`src/rtl/ssd_scan_mux.sv`:
```
// Time-multiplexed scan driver for a common-anode 7-segment display with a double-buffered value.
// Optional leading-zero blanking is enabled by defining LEADING_ZERO_BLANK_EN.
module ssd_scan_mux #(
  parameter int NUM_DIGITS       = 4,
  parameter int REFRESH_DIV      = 100000,
  parameter int GUARD_CYCLES     = 8,
  parameter int ANODE_ACTIVE_LOW = 1
) (
  input  logic                          clk,
  input  logic                          rst,
  input  logic                          en,
  input  logic                          load,
  input  logic [4*NUM_DIGITS-1:0]       value_in,
  output logic [3:0]                    nibble,
  output logic [NUM_DIGITS-1:0]         anode,
  output logic [$clog2(NUM_DIGITS)-1:0] digit_idx,
  output logic                          frame_done
);

  localparam int PW    = $clog2(REFRESH_DIV);
  localparam int IDX_W = $clog2(NUM_DIGITS);
  localparam logic [PW-1:0]    PRESC_MAX = PW'(REFRESH_DIV - 1);
  localparam logic [PW-1:0]    GUARD     = PW'(GUARD_CYCLES);
  localparam logic [IDX_W-1:0] IDX_MAX   = IDX_W'(NUM_DIGITS - 1);
  localparam logic [NUM_DIGITS-1:0] ANODE_OFF =
    (ANODE_ACTIVE_LOW != 0) ? {NUM_DIGITS{1'b1}} : {NUM_DIGITS{1'b0}};

  logic [PW-1:0]           presc, presc_n;
  logic [IDX_W-1:0]        idx_n;
  logic [4*NUM_DIGITS-1:0] shadow, shadow_n, display, display_n;
  logic                    pending, pending_n;
  logic [3:0]              nibble_n;
  logic [NUM_DIGITS-1:0]   on_n, anode_n;
  logic                    tick, wrap, blank, upper_zero, lit;

  // Every output is computed from the next-state values so that it lines up
  // with the registered prescaler and digit index on the same edge.
  always_comb begin
    // NOTE: every variable gets a default before any branch so no latch is inferred.
    tick       = (presc == PRESC_MAX);
    wrap       = en && tick && (digit_idx == IDX_MAX);
    presc_n    = '0;
    idx_n      = '0;
    shadow_n   = load ? value_in : shadow;
    display_n  = display;
    pending_n  = pending;
    upper_zero = 1'b1;
    blank      = 1'b0;
    on_n       = '0;

    if (en) begin
      presc_n = tick ? '0 : presc + 1'b1;
      if (tick) idx_n = (digit_idx == IDX_MAX) ? '0 : digit_idx + 1'b1;
      else      idx_n = digit_idx;
    end

    // A load coinciding with the wrap bypasses the shadow so the new frame shows it at once.
    if (wrap) begin
      pending_n = 1'b0;
      if (load)         display_n = value_in;
      else if (pending) display_n = shadow;
    end else if (load) begin
      pending_n = 1'b1;
    end

    nibble_n = display_n[4*idx_n +: 4];

    for (int i = 0; i < NUM_DIGITS; i++) begin
      if (i >= int'(idx_n) && display_n[4*i +: 4] != 4'h0) upper_zero = 1'b0;
    end
`ifdef LEADING_ZERO_BLANK_EN
    blank = (idx_n != '0) && upper_zero;
`else
    blank = 1'b0;
`endif

    lit = en && (presc_n >= GUARD) && !blank;
    if (lit) on_n[idx_n] = 1'b1;
    anode_n = (ANODE_ACTIVE_LOW != 0) ? ~on_n : on_n;
  end

  // NOTE: sequential state uses non-blocking assignments only, so all registers update together.
  always_ff @(posedge clk or posedge rst) begin
    if (rst) begin
      presc      <= '0;
      digit_idx  <= '0;
      // NOTE: the value buffers are plain registers, cleared with everything else.
      shadow     <= '0;
      display    <= '0;
      pending    <= 1'b0;
      nibble     <= 4'h0;
      anode      <= ANODE_OFF;
      frame_done <= 1'b0;
    end else begin
      presc      <= presc_n;
      digit_idx  <= idx_n;
      shadow     <= shadow_n;
      display    <= display_n;
      pending    <= pending_n;
      nibble     <= nibble_n;
      anode      <= anode_n;
      frame_done <= wrap;
    end
  end

endmodule
```
`config.mk`:
```
export PLATFORM = sky130hd
export DESIGN_NAME = ssd_scan_mux
export DESIGN_NICKNAME = d
export VERILOG_FILES = /design/src/rtl/ssd_scan_mux.sv
export SDC_FILE = /design/constraint.sdc
export NUM_CORES = 1
export LEC_CHECK = 0
export CAP_MARGIN = 30
export CORE_MARGIN = 2
export CORE_UTILIZATION = 45
export CTS_CLUSTER_DIAMETER = 50
export DETAILED_ROUTE_END_ITERATION = 6
export GPL_ROUTABILITY_DRIVEN = 0
export PLACE_DENSITY = 0.66
export SETUP_SLACK_MARGIN = 0.2
export SKIP_LAST_GASP = 1
export SLEW_MARGIN = 20
export SYNTH_ARGS = -nofsm -noshare
export SYNTH_HDL_FRONTEND = slang
export SYNTH_SLANG_ARGS = --single-unit
```
`constraint.sdc`:
```
create_clock -name clk -period 3.38 [get_ports clk]
set_input_delay 0.676 -clock clk [delete_from_list [all_inputs] [get_ports clk]]
set_output_delay 0.676 -clock clk [all_outputs]
set_load 0.02 [all_outputs]
```
; Yosys cells after proc, flatten, opt, wreduce, memory -nomap -nowiden
; Cells that the tools add are included.
[word_totals]
out_inout_bits = 11
reg_bits = 61
input_bits = 20
elab_cells = 35
[classes]
reduce_logical = 5
magnitude_cmp = 3
bitwise = 1
eq_ne = 2
shift = 1
n_addsub = 2
muxes = 13
[op_table]
columns = cell, count
row1 = 16-bit two-way mux, 3
row2 = 17-bit two-way mux, 2
row3 = 17-bit by 1-bit adder with 17-bit output (second input constant), 1
row4 = 17-bit == test (second input constant), 1
row5 = 17-bit by 4-bit >= comparator with 1-bit output (second input constant), 1
row6 = 16-bit by 5-bit variable part select with 4-bit output, 1
row7 = 2-bit two-way mux, 3
row8 = 1-bit logical AND, 4
row9 = 4-bit two-way mux, 1
row10 = 4-bit inverter, 1
row11 = 2-bit by 3-bit less-than comparator with 1-bit output (second input constant), 1
row12 = 1-bit two-way mux, 3
row13 = 2-bit by 1-bit adder with 2-bit output (second input constant), 1
row14 = 1-bit demux with 2-bit select, 1
row15 = 2-bit == test (second input constant), 1
row16 = 2-bit by 1-bit >= comparator with 1-bit output (second input constant), 1
row17 = 2-bit nonzero test, 1

; Depth between registers and ports, before layout
; Gate-level depths: netlist of the first run.
[logic_depth]
ltp_word = 10
depth_mapped = 9
mapped_depth_nobuf = 7

; Least setup slack after synthesis of the first run
; Ideal clock, no wire load.
[synth_path]
kind = input port to flip-flop
from = input port load
to = register nibble[1]
path_buffers = 2
required_ns = 3.233
setup_slack_ns = 1.063
arrival_ns = 2.171
stages = 6
cell_sequence = clkbuf_1 -> clkbuf_1 -> mux2_2 -> mux2_2 -> mux2i_1 -> mux2i_1
[synth_between]
elab_chain_len = 3
[synth_lines]
columns = item, line_no
row1 = from (decl), 12  ; input logic load,
row2 = 16-bit two-way mux, 60  ; if (load) display_n = value_in;
row3 = 16-bit two-way mux, 58  ; if (wrap) begin
row4 = via display_n[5], 30  ; logic [4*NUM_DIGITS-1:0] shadow, shadow_n, display, display_n;
row5 = 16-bit by 5-bit variable part select with 4-bit output, 66  ; nibble_n = display_n[4*idx_n +: 4];
row6 = via nibble_n[1], 32  ; logic [3:0] nibble_n;
row7 = to (signal assigned), 100  ; nibble <= nibble_n;
row8 = to (decl), 14  ; output logic [3:0] nibble,
; The timed path passes the listed nets, and every way through them passes these cells.
; A chain may end at the register's enable or synchronous reset.

; Worst setup path in the final report of the first run
[layout_path]
from = register presc[0]
to = register nibble[3]
[layout_between]
elab_chain_len = 5
elab_cells_between_ends = 7
[layout_lines]
columns = item, line_no
row1 = from (decl), 28  ; logic [PW-1:0] presc, presc_n;
row2 = from (signal assigned), 95  ; presc <= presc_n;
row3 = 17-bit == test, 40  ; tick = (presc == PRESC_MAX);
row4 = 1-bit logical AND (2 in series), 41  ; wrap = en && tick && (digit_idx == IDX_MAX);
row5 = 16-bit two-way mux, 58
row6 = via display_n[3], 30
row7 = 16-bit by 5-bit variable part select with 4-bit output, 66
row8 = via nibble_n[3], 32
; The timed path passes the listed nets, and every way through them passes these cells.

==> flow_metrics.env, run 1 <==
export IMPL_cts_sinks=61
export IMPL_postCtsSetupBuffers=0
export IMPL_clk_path_buf_depth=2
export IMPL_r2r_worst_path_cells=8
export IMPL_drtAntennaViolNets=0
export IMPL_slowest_stage="nor3_4"
export IMPL_total_power_w=0.00150
export IMPL_netlist_top_cells_area="dfrtp_1 (50%), mux2_2 (12%), mux2i_1 (5.2%)"
export IMPL_slew_headroom_pct=55.7
export IMPL_grt_max_degree=34
export IMPL_grt_first_pass_wirelength_mm=9.70
export IMPL_ys_warn_count=0
export IMPL_r2r_start="presc[0]"
export IMPL_min_period_over_period_pct=80.3
export IMPL_r2r_slack_ns=0.67
export IMPL_yosysSeqAreaShare_pct=53.4
export IMPL_syn_inst=235
export IMPL_slew_viol_final=0
export IMPL_syn_to_final_growth_pct=20.3
export IMPL_clk_latency_ns=0.34
export IMPL_rows=29
export IMPL_cts_tree="yes"
export IMPL_cts_resized=0
export IMPL_final_nets=293
export IMPL_ctsHtreeMaxLevel=3
export IMPL_comb_power_share_pct=6.0
export IMPL_setup_violations_final=0
export IMPL_r2r_end="nibble[3]"
export IMPL_grt_overflow_total=0
export IMPL_pwr_share_seq_pct=50.6
export IMPL_crit_top_cell="mux2i_1"
export IMPL_min_path_type="reg2reg"
export IMPL_pre_cts_slack_ns=0.595
export IMPL_p_clk_share_pct=43.4
export IMPL_vias=1870
export IMPL_cap_viol_max_count=0
export IMPL_vias_per_cell=5.30
export IMPL_synth_seq_cells=61
export IMPL_dieArea_um2=7020
export IMPL_hold_viol=0
export IMPL_critPathLaunchType="flip-flop"
export IMPL_port_buffer_count=30
export IMPL_ys_types=43
export IMPL_syn_area_per_cell_um2=12.2
export IMPL_min_path_cells=2
export IMPL_max_stage_delay_ns=0.53
export IMPL_rsz0062_at_grt="no"
export IMPL_die_w_um=83.8
export IMPL_cp_required_ns=3.61
export IMPL_p_leak_nw=1.51
export IMPL_min_to="display[0]"
export IMPL_grt_pass1_vias=1830
export IMPL_fp_dieH_um=83.8
export IMPL_p_int_w=0.00114
export IMPL_critical_path_class="reg2reg"
export IMPL_clock_skew_final_ns=0.00972
export IMPL_cts_root_buffer="clkbuf_8"
export IMPL_start_util_pct=45.9
export IMPL_worst_slack_ns=0.666
export IMPL_dr_pass1_iters=4
export IMPL_finalSetupTns_ns=0
export IMPL_synth_top_area_cell="dfrtp_1"
export IMPL_io_pins=31
export IMPL_outcome="finished clean"
export IMPL_final_core_util_pct=55.3
export IMPL_period_needed_ns=2.71
export IMPL_synth_top_area_share_pct=49.8
export IMPL_antennaDiodeCount=0
export IMPL_cts_made_buffers=9
export IMPL_worstPathMaxFanout=10
export IMPL_worst_pin_slew_ns=0.663
export IMPL_grt_antenna_before_repair=0
export IMPL_wire_per_inst_um=16.1
export IMPL_synth_cell_area_um2=2870
export IMPL_p_per_area_nw_per_um2=436
export IMPL_hold_buffers=0
export IMPL_switching_share_pct=24.1
export IMPL_synth_nets=257
export IMPL_crit_arrival_ns=2.94
export IMPL_vdd_ir_drop_max_mv=0.252
export IMPL_drive_gt1_share_pct=23.6
export IMPL_p_switching_w=0.000362
export IMPL_cp_cell_sequence="ha_1 > nand4_1 > nand4b_4 > nor3_4 > buf_4 > mux2_2 > mux2i_1 > mux2i_1"
export IMPL_drtIter0Drc=136
export IMPL_core_area_um2=6240
export IMPL_clock_fmax_mhz=369
export IMPL_dp_hpwl_mm=4.01
export IMPL_wirelength_mm=5.69
export IMPL_hp_start="display[0]"
export IMPL_drc_errors=0
export IMPL_path_clk_slew_ns=0.07
export IMPL_endpoint_kind="flip-flop"
export IMPL_grt_usage_pct=18.0
==> cells in the mapped netlist <==
cell        n
xor2_1      5
dfstp_2     4
nor4b_4     1
nand4b_4    1
or3_1       2
nor3_4      1
nor2b_1     3
dfrtp_1    57
ha_1        2
mux2_2     30
nor2_1     19
nor4_1      5
buf_2       6
a21boi_1    1
or2_2       1
nor3_1      7
and3_1      2
mux2i_1    15
a31oi_1     1
o31ai_1     2
a311oi_1    1
clkbuf_1    5
xnor2_1    12
mux2_4      1
buf_8       1
nand3_1     7
and4bb_1    1
and4_1      1
nand4_1     4
nand3b_1    3
and2_1      3
and4bb_2    1
buf_6       1
o21a_1      2
o2bb2ai_1   2
o22ai_1     1
a211oi_1    1
nand2b_1    1
a41oi_1     2
nand2_1    10
o211a_1     2
inv_1       7
o21ai_0     1
==> through the flow <==
stage / area (µm²) / hold slack (ns) / instances
global placement: 3250 / 0.461 / 337
global route: 3450 / 0.514 / 353
finish: 3450 / 0.473 / 353
detailed placement: 3250 / 0.462 / 337
CTS: 3450 / 0.480 / 353
floorplan: 2870 / 0.438 / 235
==> final cells by class <==
| cell class | instances | area (µm²) |
|---|---|---|
| repair buffers | 38 | 360 |
| well taps | 77 | 96.3 |
| inverters | 7 | 26.3 |
| multi-input cells | 154 | 1230 |
| clock buffers | 9 | 124 |
| flip-flops and latches | 61 | 1530 |
| fillers | 538 | 2790 |
| clock inverters | 7 | 76.3 |
==> critical path: cells and delay by family (launching register included) <==
| kind | cells | cell delay (ns) |
|---|---|---|
| mux | 3 | 0.60 |
| flops | 1 | 0.42 |
| fa+ha+maj | 1 | 0.34 |
| buf+inv | 1 | 0.26 |
| simple gates | 3 | 0.99 |
==> metal layers <==
layer	track usage [%]	part of all wire [%]	vias up
met5	0	0	-
met4	8.80	2.0	0
met3	3.86	4.1	10
met2	23.1	40	37
met1	28.2	54	923
li1	-	-	900
==> power groups by stage <==
stage | sequential (W) | clock, W | combinational, W
floorplan | 0.000771 | 0 | 0.0000536
global placement | 0.000773 | 0 | 0.0000921
detailed placement | 0.000774 | 0 | 0.0000931
CTS | 0.000761 | 0.000661 | 0.0000933
global route | 0.000764 | 0.000699 | 0.000101
finish | 0.000760 | 0.000652 | 0.0000904
==> how the worst max path moves through the flow <==
| stage | startpoint | end | slack, ns | depth (start not counted) |
|---|---|---|---|---|
| floorplan | load | nibble[1] | 1.06 | 6 |
| global placement | en | nibble[1] | 0.66 | 7 |
| detailed placement | en | nibble[1] | 0.59 | 7 |
| CTS | presc[0] | nibble[1] | 0.65 | 8 |
| global route | presc[1] | nibble[1] | 0.47 | 8 |
| finish | presc[0] | nibble[3] | 0.67 | 8 |
==> registers in the layout (all words and copies together), names as in the netlist <==
name,count
digit_idx,2
shadow,16
anode,4
display,16
presc,17
frame_done,1
pending,1
nibble,4
==> layout by cell type (no fill, tap or decap), drive strengths merged, types with 7 or more instances in the layout <==
cell,instances
buf,8
dfrtp,57
nand2,10
nor3,8
mux2,31
nor2,19
clkdlybuf4s50,30
xnor2,12
clkbuf,9
inv,7
mux2i,15
nand3,7
==> cells by family (layout without fill, tap and decap cells) <==
logic type,count (synthesis),in the layout,synth area share (%)
multiplexers,46,46,17.5
AO/OA/AOI/OAI,16,16,4.41
adder cells (fa/ha/maj),2,2,0.873
buffers and inverters,20,61,3.54
AND/OR/NAND/NOR,73,73,15.0
XOR/XNOR,17,17,5.19
flip-flops,61,61,53.4
No activity file was read; power rests on OpenSTA's default activity.
==> run 2: changes to the inputs <==
==> constraint.sdc (replaced) <==
create_clock -name clk -period 2.6 [get_ports clk]
set_input_delay 0.52 -clock clk [delete_from_list [all_inputs] [get_ports clk]]
set_output_delay 0.52 -clock clk [all_outputs]
set_load 0.02 [all_outputs]
==> run 2 against run 1 <==
Against the previous run:
- maximum frequency up 22%
- routed wire length is 4.3% lower
- die area is the same
- first-iteration DRC count rose by 13%
- register-to-register slack got worse by 0.29 ns
- global-route usage down 0.28 points
- clock skew fell by 0.0015 ns
- flip-flop and latch count did not move
- critical endpoint unchanged
- largest cell class unchanged
- largest power group unchanged
==> flow_metrics.env, run 2 (synthesis results as in run 1) <==
export IMPL_max_stage_delay_ns=0.48
export IMPL_fp_dieH_um=83.8
export IMPL_vdd_ir_drop_max_mv=0.330
export IMPL_port_buffer_count=30
export IMPL_worst_pin_slew_ns=0.371
export IMPL_min_period_over_period_pct=85.7
export IMPL_slowest_stage="dfrtp_1"
export IMPL_die_w_um=83.8
export IMPL_drtAntennaViolNets=0
export IMPL_cts_sinks=61
export IMPL_pwr_share_seq_pct=48.6
export IMPL_clk_latency_ns=0.34
export IMPL_path_delay_family="simple AND/OR/NAND/NOR gates"
export IMPL_largest_reg_flops=17
export IMPL_p_per_area_nw_per_um2=572
export IMPL_vias=1904
export IMPL_reg_largest_list="presc: 17 flops, display: 16 flops, shadow: 16 flops"
export IMPL_ctsHtreeMaxLevel=3
export IMPL_wire_per_inst_um=15.1
export IMPL_dp_hpwl_mm=3.86
export IMPL_dieArea_um2=7020
export IMPL_dr_pass1_iters=4
export IMPL_clock_skew_final_ns=0.00826
export IMPL_drtIter0Drc=154
export IMPL_cts_tree="yes"
export IMPL_wirelength_mm=5.44
export IMPL_r2r_worst_path_cells=7
export IMPL_grt_pass1_vias=1904
export IMPL_drive_gt1_share_pct=26.1
export IMPL_crit_top_cell="mux2i_1"
export IMPL_syn_to_final_growth_pct=24.3
export IMPL_r2r_slack_ns=0.37
export IMPL_critPathLaunchType="flip-flop"
export IMPL_crit_arrival_ns=2.45
export IMPL_p_int_w=0.00159
export IMPL_worstPathMaxFanout=16
export IMPL_rows=29
export IMPL_grt_usage_pct=17.7
export IMPL_crit_buf_inv=1
export IMPL_period_needed_ns=2.23
export IMPL_cp_required_ns=2.82
export IMPL_rsz0062_at_grt="no"
export IMPL_min_path_type="reg2reg"
export IMPL_fillers=525
export IMPL_clk_path_buf_depth=2
export IMPL_vias_per_cell=5.27
export IMPL_setup_violations_final=0
export IMPL_layout_common_cells="dfrtp_1 (57), mux2_2 (30), clkdlybuf4s50_1 (30)"
export IMPL_crit_cells=7
export IMPL_postCtsSetupBuffers=0
export IMPL_p_switching_w=0.000451
export IMPL_slew_viol_final=0
export IMPL_min_path_cells=2
export IMPL_p_clk_share_pct=45.5
export IMPL_core_area_um2=6240
export IMPL_outcome="finished clean"
export IMPL_p_leak_nw=1.57
export IMPL_drc_errors=0
export IMPL_final_nets=301
export IMPL_clock_fmax_mhz=449
export IMPL_critical_path_class="reg2reg"
export IMPL_cp_cell_sequence="nor4b_4 > nand4b_4 > nor3_4 > buf_12 > mux2_2 > mux2i_1 > mux2i_1"
export IMPL_cap_viol_max_count=0
export IMPL_switching_share_pct=22.1
export IMPL_comb_power_share_pct=5.9
export IMPL_path_clk_slew_ns=0.07
export IMPL_start_util_pct=45.9
export IMPL_grt_first_pass_wirelength_mm=9.60
export IMPL_hold_viol=0
export IMPL_final_common_cell="dfrtp_1"
export IMPL_endpoint_kind="flip-flop"
export IMPL_finalSetupTns_ns=0
export IMPL_hold_buffers=0
export IMPL_grt_overflow_total=0
export IMPL_final_core_util_pct=57.1
export IMPL_cts_root_buffer="clkbuf_8"
export IMPL_grt_max_degree=62
export IMPL_grt_antenna_before_repair=0
export IMPL_antennaDiodeCount=0
export IMPL_io_pins=31
export IMPL_cts_made_buffers=9
export IMPL_largest_register="presc"
export IMPL_slew_headroom_pct=75.1
[run 2: cell types whose count changed in the layout (fill, tap and decap cells not counted)]
cell | previous run | this run
inv_6 | 0 | 1
clkinv_4 | 3 | 2
bufinv_16 | 1 | 2
clkinvlp_4 | 2 | 1
nor4_2 | 0 | 1
nor4_1 | 5 | 4
buf_12 | 0 | 2
buf_4 | 8 | 14
[run 2: cell type report]
type                    count  area, µm²  share of cell area, %
flip-flops and latches     61       1530                   43.0
multi-input cells         154       1240                   34.8
repair buffers             46        445                   12.5
clock buffers               9        124                   3.48
clock inverters             7       98.8                   2.77
well taps                  77       96.3                   2.70
inverters                   7       26.3                  0.738
[run 2: power groups by stage]
stage                     sequential (W)  combinational, W  clock [W]
after CTS                       0.000990          0.000123   0.000953
after global routing            0.000992          0.000135    0.00100
after global placement           0.00101          0.000122          0
final                           0.000989          0.000120   0.000927
after detailed placement         0.00101          0.000123          0
after floorplan                  0.00100         0.0000697          0
[run 2: worst reg2reg max path: stages, from the launching register on]
cell	delay, ns
dfrtp_1	0.48
nor4b_4	0.36
nand4b_4	0.18
nor3_4	0.25
buf_12	0.18
mux2_2	0.35
mux2i_1	0.21
mux2i_1	0.11
[run 2: path summary, 6_finish.rpt]
| check | from | end |
|---|---|---|
| worst min-delay path | display[0] | display[0] |
| worst max register to register | presc[13] | nibble[3] |
| worst max-delay path | presc[13] | nibble[3] |
| max in group asynchronous | rst | anode[0] |
| worst min register to register | display[0] | display[0] |
| min in group asynchronous | rst | presc[8] |
[run 2: what timing repair did]
item / 4_1_cts / 5_1_grt
setup endpoints to repair: 0 / 1
resized for setup: 0 / 1
endpoints found under the hold margin: 0 / 0
[run 2: per-layer routing]
layer	track usage, %	vias to the layer above	wire length, µm
li1	-	917	-
met1	27.9	913	2840
met2	22.5	58	2220
met3	3.26	16	226
met4	9.82	0	153
met5	0	-	0
[run 2: metrics by stage]
step	hold WS, ns	cell area [µm²]	instances	power (W)	setup slack, ns
after global placement	0.456	3330	345	0.00113	0.291
after detailed placement	0.481	3330	345	0.00113	0.255
after CTS	0.498	3560	361	0.00207	0.368
after floorplan	0.438	2870	235	0.00107	0.339
after global routing	0.521	3560	361	0.00213	0.189
final	0.487	3560	361	0.00204	0.371
==> run 3: changes to the inputs <==
--- a/config.mk
+++ b/config.mk
@@ -5,7 +5,7 @@
 export SDC_FILE = /design/constraint.sdc
 export NUM_CORES = 1
 export LEC_CHECK = 0
-export CAP_MARGIN = 30
+export CAP_MARGIN = 20
 export CORE_MARGIN = 2
 export CORE_UTILIZATION = 45
 export CTS_CLUSTER_DIAMETER = 50
==> results of run 3 <==
No change in the layout: final DEF, timing and power equal those of run 2.
